`src/rtl/uart_pkg.sv`:
```
// Shared UART definitions: transmitter states, frame constants and parity helpers.
// The receiver imports the same package so both directions agree on parity and clamping.
package uart_pkg;

   typedef enum logic [2:0] {
      IDLE   = 3'd0,
      START  = 3'd1,
      DATA   = 3'd2,
      PARITY = 3'd3,
      STOP   = 3'd4
   } tx_state_e;

   localparam logic       PAR_EVEN     = 1'b0;
   localparam logic       PAR_ODD      = 1'b1;
   localparam logic [5:0] PRESCALE_MIN = 6'd4;
   localparam int         DATA_W       = 8;

   function automatic logic calc_parity(input logic [DATA_W-1:0] data, input logic par_typ);
      logic p;
      case (par_typ)
         PAR_EVEN: p = ^data;
         PAR_ODD:  p = ~(^data);
         default:  p = ^data;
      endcase
      return p;
   endfunction

   // Prescale below the minimum would leave too few cycles per bit for the receiver.
   function automatic logic [5:0] clamp_prescale(input logic [5:0] prescale);
      return (prescale < PRESCALE_MIN) ? PRESCALE_MIN : prescale;
   endfunction

endpackage

```
`src/rtl/uart_tx_bit_timer.sv`:
```
// Per-bit cycle counter and data-bit index for the UART transmitter.
module uart_tx_bit_timer
   import uart_pkg::*;
(
   input  logic       clk,
   input  logic       rst,
   input  logic       en,
   input  logic       in_data,
   input  logic [5:0] prescale,
   output logic       bit_done,
   output logic       last_data_bit
);

   logic [5:0] edge_cnt_q, edge_cnt_d;
   logic [2:0] bit_cnt_q,  bit_cnt_d;

   // Boundary decode and next-count computation.
   always_comb begin
      bit_done      = en && (edge_cnt_q == (prescale - 6'd1));
      last_data_bit = in_data && bit_done && (bit_cnt_q == 3'd7);

      if (!en) begin
         edge_cnt_d = 6'd0;
      end else if (bit_done) begin
         edge_cnt_d = 6'd0;
      end else begin
         edge_cnt_d = edge_cnt_q + 6'd1;
      end

      if (!en) begin
         bit_cnt_d = 3'd0;
      end else if (in_data && bit_done) begin
         bit_cnt_d = bit_cnt_q + 3'd1;
      end else begin
         bit_cnt_d = bit_cnt_q;
      end
   end

   // Counter registers.
   always_ff @(posedge clk) begin
      if (rst) begin
         edge_cnt_q <= 6'd0;
         bit_cnt_q  <= 3'd0;
      end else begin
         edge_cnt_q <= edge_cnt_d;
         bit_cnt_q  <= bit_cnt_d;
      end
   end

endmodule

```
`src/rtl/uart_tx_frame.sv`:
```
// UART transmitter: start, 8 data bits LSB-first, optional parity, stop; Prescale cycles per bit.
module uart_tx_frame
   import uart_pkg::*;
(
   input  logic       CLK,
   input  logic       RST,
   input  logic [7:0] P_DATA,
   input  logic       Data_Valid,
   input  logic       PAR_EN,
   input  logic       PAR_TYP,
   input  logic [5:0] Prescale,
   output logic       TX_OUT,
   output logic       Busy
);

   tx_state_e  state_q,    state_d;
   logic [7:0] shift_q,    shift_d;
   logic       par_en_q,   par_en_d;
   logic       par_q,      par_d;
   logic [5:0] prescale_q, prescale_d;
   logic       tx_out_q,   tx_out_d;
   logic       busy_q,     busy_d;
   logic       bit_done;
   logic       last_data_bit;

   uart_tx_bit_timer u_timer (
      .clk           (CLK),
      .rst           (RST),
      .en            (busy_q),
      .in_data       (state_q == DATA),
      .prescale      (prescale_q),
      .bit_done      (bit_done),
      .last_data_bit (last_data_bit)
   );

   // Next-state logic; line and busy values are computed for the state being entered.
   always_comb begin
      state_d    = state_q;
      shift_d    = shift_q;
      par_en_d   = par_en_q;
      par_d      = par_q;
      prescale_d = prescale_q;
      tx_out_d   = tx_out_q;
      busy_d     = busy_q;
      case (state_q)
         IDLE: begin
            tx_out_d = 1'b1;
            busy_d   = 1'b0;
            if (Data_Valid) begin
               shift_d    = P_DATA;
               par_en_d   = PAR_EN;
               par_d      = calc_parity(P_DATA, PAR_TYP);
               prescale_d = clamp_prescale(Prescale);
               state_d    = START;
               tx_out_d   = 1'b0;
               busy_d     = 1'b1;
            end else begin
               state_d = IDLE;
            end
         end
         START: begin
            if (bit_done) begin
               state_d  = DATA;
               tx_out_d = shift_q[0];
            end else begin
               state_d = START;
            end
         end
         DATA: begin
            if (bit_done) begin
               shift_d = {1'b0, shift_q[7:1]};
               if (last_data_bit) begin
                  state_d  = par_en_q ? PARITY : STOP;
                  tx_out_d = par_en_q ? par_q : 1'b1;
               end else begin
                  tx_out_d = shift_q[1];
               end
            end else begin
               state_d = DATA;
            end
         end
         PARITY: begin
            if (bit_done) begin
               state_d  = STOP;
               tx_out_d = 1'b1;
            end else begin
               state_d = PARITY;
            end
         end
         STOP: begin
            if (bit_done) begin
               state_d  = IDLE;
               tx_out_d = 1'b1;
               busy_d   = 1'b0;
            end else begin
               state_d = STOP;
            end
         end
         default: begin
            state_d  = IDLE;
            tx_out_d = 1'b1;
            busy_d   = 1'b0;
         end
      endcase
   end

   // State, datapath and output registers; reset abandons any frame in flight.
   always_ff @(posedge CLK) begin
      if (RST) begin
         state_q    <= IDLE;
         shift_q    <= 8'd0;
         par_en_q   <= 1'b0;
         par_q      <= 1'b0;
         prescale_q <= PRESCALE_MIN;
         tx_out_q   <= 1'b1;
         busy_q     <= 1'b0;
      end else begin
         state_q    <= state_d;
         shift_q    <= shift_d;
         par_en_q   <= par_en_d;
         par_q      <= par_d;
         prescale_q <= prescale_d;
         tx_out_q   <= tx_out_d;
         busy_q     <= busy_d;
      end
   end

   assign TX_OUT = tx_out_q;
   assign Busy   = busy_q;

endmodule

```
`config.mk`:
```
export PLATFORM = sky130hd
export DESIGN_NAME = uart_tx_frame
export DESIGN_NICKNAME = d
export VERILOG_FILES = /design/src/rtl/uart_pkg.sv /design/src/rtl/uart_tx_bit_timer.sv /design/src/rtl/uart_tx_frame.sv
export SDC_FILE = /design/constraint.sdc
export NUM_CORES = 1
export LEC_CHECK = 0
export ABC_AREA = 1
export ABC_CLOCK_PERIOD_IN_PS = 1900
export CAP_MARGIN = 20
export CELL_PAD_IN_SITES_DETAIL_PLACEMENT = 1
export CELL_PAD_IN_SITES_GLOBAL_PLACEMENT = 2
export CORE_UTILIZATION = 30
export CTS_CLUSTER_DIAMETER = 30
export CTS_CLUSTER_SIZE = 8
export DETAILED_ROUTE_END_ITERATION = 10
export GPL_ROUTABILITY_DRIVEN = 0
export PLACE_DENSITY = 0.78
export SYNTH_ARGS = -nofsm -noshare
export SYNTH_HDL_FRONTEND = slang
export SYNTH_SLANG_ARGS = --single-unit
```
`constraint.sdc`:
```
create_clock -name CLK -period 1.9 [get_ports CLK]
set_input_delay 0.19 -clock CLK [delete_from_list [all_inputs] [get_ports CLK]]
set_output_delay 0.19 -clock CLK [all_outputs]
set_load 0.05 [all_outputs]
```
==> key figures, run 1 <==
Critical path
  – CP max-delay cell: dfxtp_4
  – WS Path Type: reg -> reg
  – Reg2reg setup slack: between 100 and 150 ps
  – Crit end category: register
  – Startpoint types: register
  – Worst path required time: ~2100 ps
  – Critical-path cell list: inv_2 -> ha_4 -> xnor2_1 -> nor2_1 -> nand2_1 -> nor2_4 -> nand3_4 -> nand2_4 -> o21ai_0 -> a21oi_1
  – Crit path DAT: approximately 2000 ps
  – Worst Path Max Fanout: 4
  – Crit-path leading delay family: simple AND/OR/NAND/NOR gates
  – WP buf/inv: 1
  – Slowest stage delay, CP: 360 ps

Hold path
  – Path type of the worst min-delay path: reg -> reg

Synth
  – Avg Cell Area, Syn: roughly 6.7 sq um
  – Synth Area in Adders: ~3.1%
  – Main combinational cell family by area after synthesis: simple AND/OR/NAND/NOR gates
  – Synthesized area: ~1600 sq um
  – Synth area leader: dfxtp_1
  – Mux contribution to synthesized area: 0%
  – Synth top area cells: dfxtp_1 37%, nand2_1 15%, nor2_1 8.6%
  – Netlist cell types: 27
  – Post-synthesis net count: roughly 260
  – Xor and xnor area share after synthesis: about 7.6%
  – Share of the synthesized area in the top cell type: roughly 37%
  – Post-Synthesis Cells: 241
  – YS warnings: 0
  – FF+latch count, synth: 30
  – Post-synthesis compound-gate area fraction: a little under an eighth
  – Simple-gate share of the synthesized area: between 30% and 40%
  – Register area share after synthesis: ~37%

Global routing
  – Initial antenna violation count: 0
  – Global Route Usage Sum: between 15 and 20%
  – Pin count of the biggest net entering global routing: 14
  – First-pass GRT wire length: about 7600 microns
  – Number of global-route vias before repair: 1587
  – Overflow after GRT: 0

Place
  – Detail Placement HPWL: around 3400 microns
  – Inst Count DP: ~340
  – Dpl ws: -8.032 ps
  – Area after DPL: 1981 sq um
  – Buffers on Ports: 20

Timing
  – Max-slew headroom: between 60% and 70%
  – Final Max Tran Viols: 0
  – Setup_tns: 0 ps
  – Clk_skew: around 7.9 ps
  – Setup violators final: 0
  – Hold slack: 469.7 ps
  – Post-layout minimum cycle time: between 1500 and 2000 ps
  – Fin crit share: between 90% and 100%
  – Final worst slack: ~110 ps
  – Slew @ Worst Pin: approximately 490 ps
  – Final hold viol count: 0
  – Max Clk Rate: between 500 and 600 MHz

Cells and area
  – Non-filler cells, final: approximately 350
  – Layout cells sized above 1: 13.04%
  – Final Cell Area: ~2200 sq um
  – Ant diodes: 0
  – Final core utilization: about two fifths
  – Filler cell count: 671
  – Layout Nets: 299
  – Most frequent cells in the layout: 65 x nand2_1, 35 x nor2_1, 29 x dfxtp_1
  – Area grow syn2layout: 32.97%
  – Commonest non-fill, non-tap cell in the layout: nand2_1

Floorplanning
  – Core box area: between 5000 and 6000 sq um
  – Die height: ~76 microns
  – Initial Util: between 30% and 40%
  – Row count: 26
  – Die X: 75.58 microns
  – Area of the die: around 5700 sq um
  – IO Pins: 21

Clock tree
  – CTS sink cnt: 30
  – CTS tree: yes
  – Clock Latency Late Sink: between 200 and 300 ps
  – H-tree depth: 2
  – CTS clock-pin slew for the worst setup and hold paths: roughly 70 ps
  – Clock Tree Root: clkbuf_8
  – Bufs on Longest Clock Path: 2
  – TritonCTS Buffers: 5

Pwr
  – Power Density: approximately 790 nW/um^2
  – VDD IR max: 294.8 uV
  – Leak pwr: approximately 0.94 nW
  – Total Power: ~1.7 mW

Run
  – Max-Cap Viols: 0

Routing
  – Routed Antenna Nets: 0
  – DR vias: approximately 1600
  – Final WL: 4456 microns
  – 1st-iter DRT viols: 47
  – Drt first pass iters: 4
  – Residual DRC: 0
  – Wire length per cell: between 10 and 15 microns
  – Vias per inst: 4.572

Outcome
  – Outcome: completed
-- state kept, by name (all words and copies together) (netlist names) --
| signal | cells |
|---|---|
| par_en_q | 1 |
| shift_q | 8 |
| TX_OUT | 1 |
| u_timer.bit_cnt_q | 3 |
| par_q | 1 |
| prescale_q | 6 |
| u_timer.edge_cnt_q | 6 |
| state_q | 3 |
| Busy | 1 |
-- cells in the mapped netlist --
library cell  instances
nand2_1              66
nor2_1               37
dfxtp_1              30
inv_1                23
o21ai_0              15
a21oi_1              12
nand3_1              11
xor2_1                8
xnor2_1               6
ha_1                  4
inv_2                 4
clkbuf_1              3
a211oi_1              2
nand3_2               2
nand4_1               2
nor2_2                2
nor3_1                2
nor3b_1               2
o211ai_1              2
a31oi_1               1
nand2_2               1
nand2_4               1
nor2_4                1
nor4_1                1
o21bai_1              1
o22ai_1               1
or2_2                 1
-- per-layer routing --
layer | wire length, microns | track usage (%) | vias to the layer above
met5 | 0 | 0 | -
met2 | 1935 | 27.68 | 26
met4 | 74 | 6.996 | 0
met3 | 140 | 4.233 | 8
li1 | - | - | 837
met1 | 2307 | 25.39 | 711
-- what timing repair did --
item | CTS | global route
setup endpoints to repair | 5 | 20
gates resized for setup | 3 | 9
hold buffers | 0 | 0
pin swaps | 0 | 4
buffers inserted | 0 | 2
endpoints found under the hold margin | 0 | 0
-- cells by family (layout without fill, tap and decap cells) --
| family | count (synthesis) | in the layout |
|---|---|---|
| compound gates | 34 | 34 |
| xor+xnor | 14 | 14 |
| fa+ha+maj | 4 | 4 |
| buf+inv | 30 | 65 |
| flops | 30 | 30 |
| simple gates | 129 | 129 |
-- cell type report --
class                      count  area [sq um]  area share [%]
sequential                    30         604.3           27.98
tap                           70         87.58           4.056
clock buffer                   6         82.58           3.824
clock inverter                 1         30.03           1.390
timing repair buffer          31         295.3           13.67
inverter                      27         103.9           4.809
multi-input combinational    181         955.9           44.26
-- worst min-delay path, cell delays in order (launching register included) --
cell and delay (ps):
dfxtp_1 310, nand2_1 60, a21oi_1 50
-- where the power goes --
| part | internal [mW] | switching (mW) | leakage (nW) |
|---|---|---|---|
| Clock | 0.419 | 0.251 | 0.0573 |
| Sequential | 0.671 | 0.0284 | 0.247 |
| Combinational | 0.149 | 0.188 | 0.634 |
-- worst paths after layout --
check / start / endpoint / depth (start not counted)
max reg2reg: prescale_q[0] / state_q[0] / 10
min: shift_q[7] / shift_q[7] / 2
min reg2reg: shift_q[7] / shift_q[7] / 2
max: prescale_q[0] / state_q[0] / 10
(Power assumes the default switching activity.)
==> run 2: changes to the inputs <==
- ABC_CLOCK_PERIOD_IN_PS: 1900 -> 1800
- SKIP_LAST_GASP: unset -> 1
- clock period: 1.9 -> 1.8 ns (I/O delays scaled with it)
==> run 2 against run 1 <==
Via count grew 1.4%. Sequential share of layout area decreased by 0.38 points. Non-clock buffer count rose by 2. Worst hold slack about the same. Clock skew about the same. First-iteration DRC count down 32%. Wire length fell by 2.8%. Highest routed layer unchanged.
==> key figures, run 2 (same netlist as run 1, synthesis figures left out) <==
Critical path
  – Critical-path cell list: inv_2 -> ha_4 -> xnor2_2 -> nor2_1 -> nand2_1 -> nor2_4 -> nand2_4 -> o21bai_1 -> nand3_1 -> nor2_1 -> nor2_1
  – WS Path Type: reg -> reg
  – Crit path DAT: between 1500 and 2000 ps
  – Startpoint types: register
  – Reg2reg setup slack: a little under 60 ps
  – Crit end category: register
  – Critical Path Most Common Cell: nor2_1
  – Worst r2r src: prescale_q[0]
  – Worst R2R Path Depth: 11
  – R2R Path End: state_q[1]
  – Worst path required time: between 1500 and 2000 ps
  – CP max-delay cell: dfxtp_2
  – Crit-path leading delay family: simple AND/OR/NAND/NOR gates
  – WP buf/inv: 1
  – Worst Setup SP: prescale_q[0]
  – Worst Path Max Fanout: 8
  – Slowest stage delay, CP: roughly 340 ps

Run
  – Max-Cap Viols: 0

Routing
  – Drt first pass iters: 4
  – Residual DRC: 0
  – Wire length per cell: between 10 and 15 microns
  – DR vias: roughly 1600
  – Routed Antenna Nets: 0
  – Vias per inst: between 4 and 5
  – 1st-iter DRT viols: 32
  – Final WL: 4332 microns

Timing
  – Max-slew headroom: 66.54%
  – Post-layout minimum cycle time: between 1500 and 2000 ps
  – Slew @ Worst Pin: 500.4 ps
  – Final hold viol count: 0
  – Max Clk Rate: 574.2 MHz
  – Unrepaired setup endpoints after global routing: true
  – Hold slack: 470.0 ps
  – Fin crit share: 96.76%
  – Final Max Tran Viols: 0
  – Setup violators final: 0
  – Clk_skew: between 7 and 8 ps

Clock tree
  – CTS sink cnt: 30
  – Clock Tree Root: clkbuf_8
  – Clock Latency Late Sink: around 290 ps
  – TritonCTS Buffers: 5
  – Bufs on Longest Clock Path: 2
  – CTS clock-pin slew for the worst setup and hold paths: about 70 ps
  – H-tree depth: 2
  – CTS tree: yes

Global routing
  – First-pass GRT wire length: a little over 7000 microns
  – Overflow after GRT: 0
  – Initial antenna violation count: 0
  – Number of global-route vias before repair: 1495
  – Global Route Usage Sum: between 15 and 20%
  – Pin count of the biggest net entering global routing: 14

Floorplanning
  – Area of the die: approximately 5700 sq um
  – Die X: about 76 microns
  – Row count: 26
  – Core box area: roughly 5200 sq um
  – Die height: ~76 microns
  – IO Pins: 21
  – Initial Util: about a third

Hold path
  – Hold Path Sink: shift_q[7]
  – Path type of the worst min-delay path: reg -> reg
  – Hold Crit Depth: 2
  – Hold path start: shift_q[7]

Pwr
  – Leak pwr: 0.9434 nW
  – VDD IR max: 253.3 uV
  – Power Density: between 700 and 800 nW/um^2

Place
  – Inst Count DP: 340
  – Buffers on Ports: 20
  – Detail Placement HPWL: around 3300 microns
  – Area after DPL: between 2000 and 2500 sq um

Cells and area
  – Largest register FFs: 8
  – Layout Nets: around 300
  – Commonest non-fill, non-tap cell in the layout: nand2_1
  – Non-filler cells, final: about 350
  – Final core utilization: a little over two fifths
  – Biggest regs: shift_q (8), prescale_q (6), u_timer.edge_cnt_q (6)
  – Filler cell count: 649
  – Largest register by flop count: shift_q
  – Ant diodes: 0
  – Layout cells sized above 1: between 15 and 20%
  – Final Cell Area: 2185 sq um
  – Area grow syn2layout: 34.51%
  – Most frequent cells in the layout: 66 x nand2_1, 36 x nor2_1, 28 x dfxtp_1

Outcome
  – Outcome: completed
==> run 2: cell count changes in the layout (fill, tap and decap cells not counted), sizes merged <==
cell / change
clkinv: +1
clkbuf: +1
buf: +2
bufinv: -1
==> run 2: stage by stage <==
step	power, mW	setup slack [ps]	setup TNS (ps)
after CTS	1.686	9.970	0
after floorplan	0.9512	106.6	0
final	1.703	58.34	0
after global placement	1.089	58.97	0
after detailed placement	1.093	13.06	0
after global routing	1.787	-109.4	-519.2
==> run 2: layout make-up <==
class                      count  area [sq um]  area share, %
tap                           70         87.58          4.009
sequential                    30         603.1          27.61
multi-input combinational    181         984.7          45.07
clock buffer                   7         86.33          3.952
clock inverter                 1         5.005         0.2291
inverter                      27         103.9          4.754
timing repair buffer          33         314.1          14.38
==> run 2: worst register-to-register path, cell delays in order, from the launching register on <==
cell	delay [ps]
dfxtp_2	340
inv_2	50
ha_4	240
xnor2_2	120
nor2_1	90
nand2_1	90
nor2_4	190
nand2_4	110
o21bai_1	160
nand3_1	90
nor2_1	110
nor2_1	60
==> run 2: timing repair <==
item | in CTS | in global routing
endpoints found under the setup margin | 5 | 22
pin swaps | 0 | 15
hold buffers | 0 | 0
gates resized for setup | 3 | 25
setup buffers | 0 | 1
==> run 2: report_power, final <==
| part | leakage (nW) | switching, mW | internal (mW) |
|---|---|---|---|
| Combinational | 0.648 | 0.204 | 0.170 |
| Clock | 0.0482 | 0.280 | 0.308 |
| Sequential | 0.247 | 0.0316 | 0.709 |
| Total | 0.943 | 0.516 | 1.19 |
==> run 2: routing by layer <==
metal  up-vias  wire length (microns)  GRT usage (%)
met5         -                      0              0
met2        22                   1853          25.20
met1       734                   2296          24.78
met4         0                     54          5.556
met3         6                    127          4.365
li1        842                      -              -
==> run 2: how the worst max path moves through the flow <==
| stage | endpoint | slack, ps | cells after the start |
|---|---|---|---|
| detailed placement | state_q[1] | 10 | 11 |
| global placement | shift_q[6] | 60 | 14 |
| global route | state_q[1] | -110 | 11 |
| CTS | state_q[1] | 10 | 11 |
| floorplan | state_q[1] | 110 | 11 |
| finish | state_q[1] | 60 | 11 |
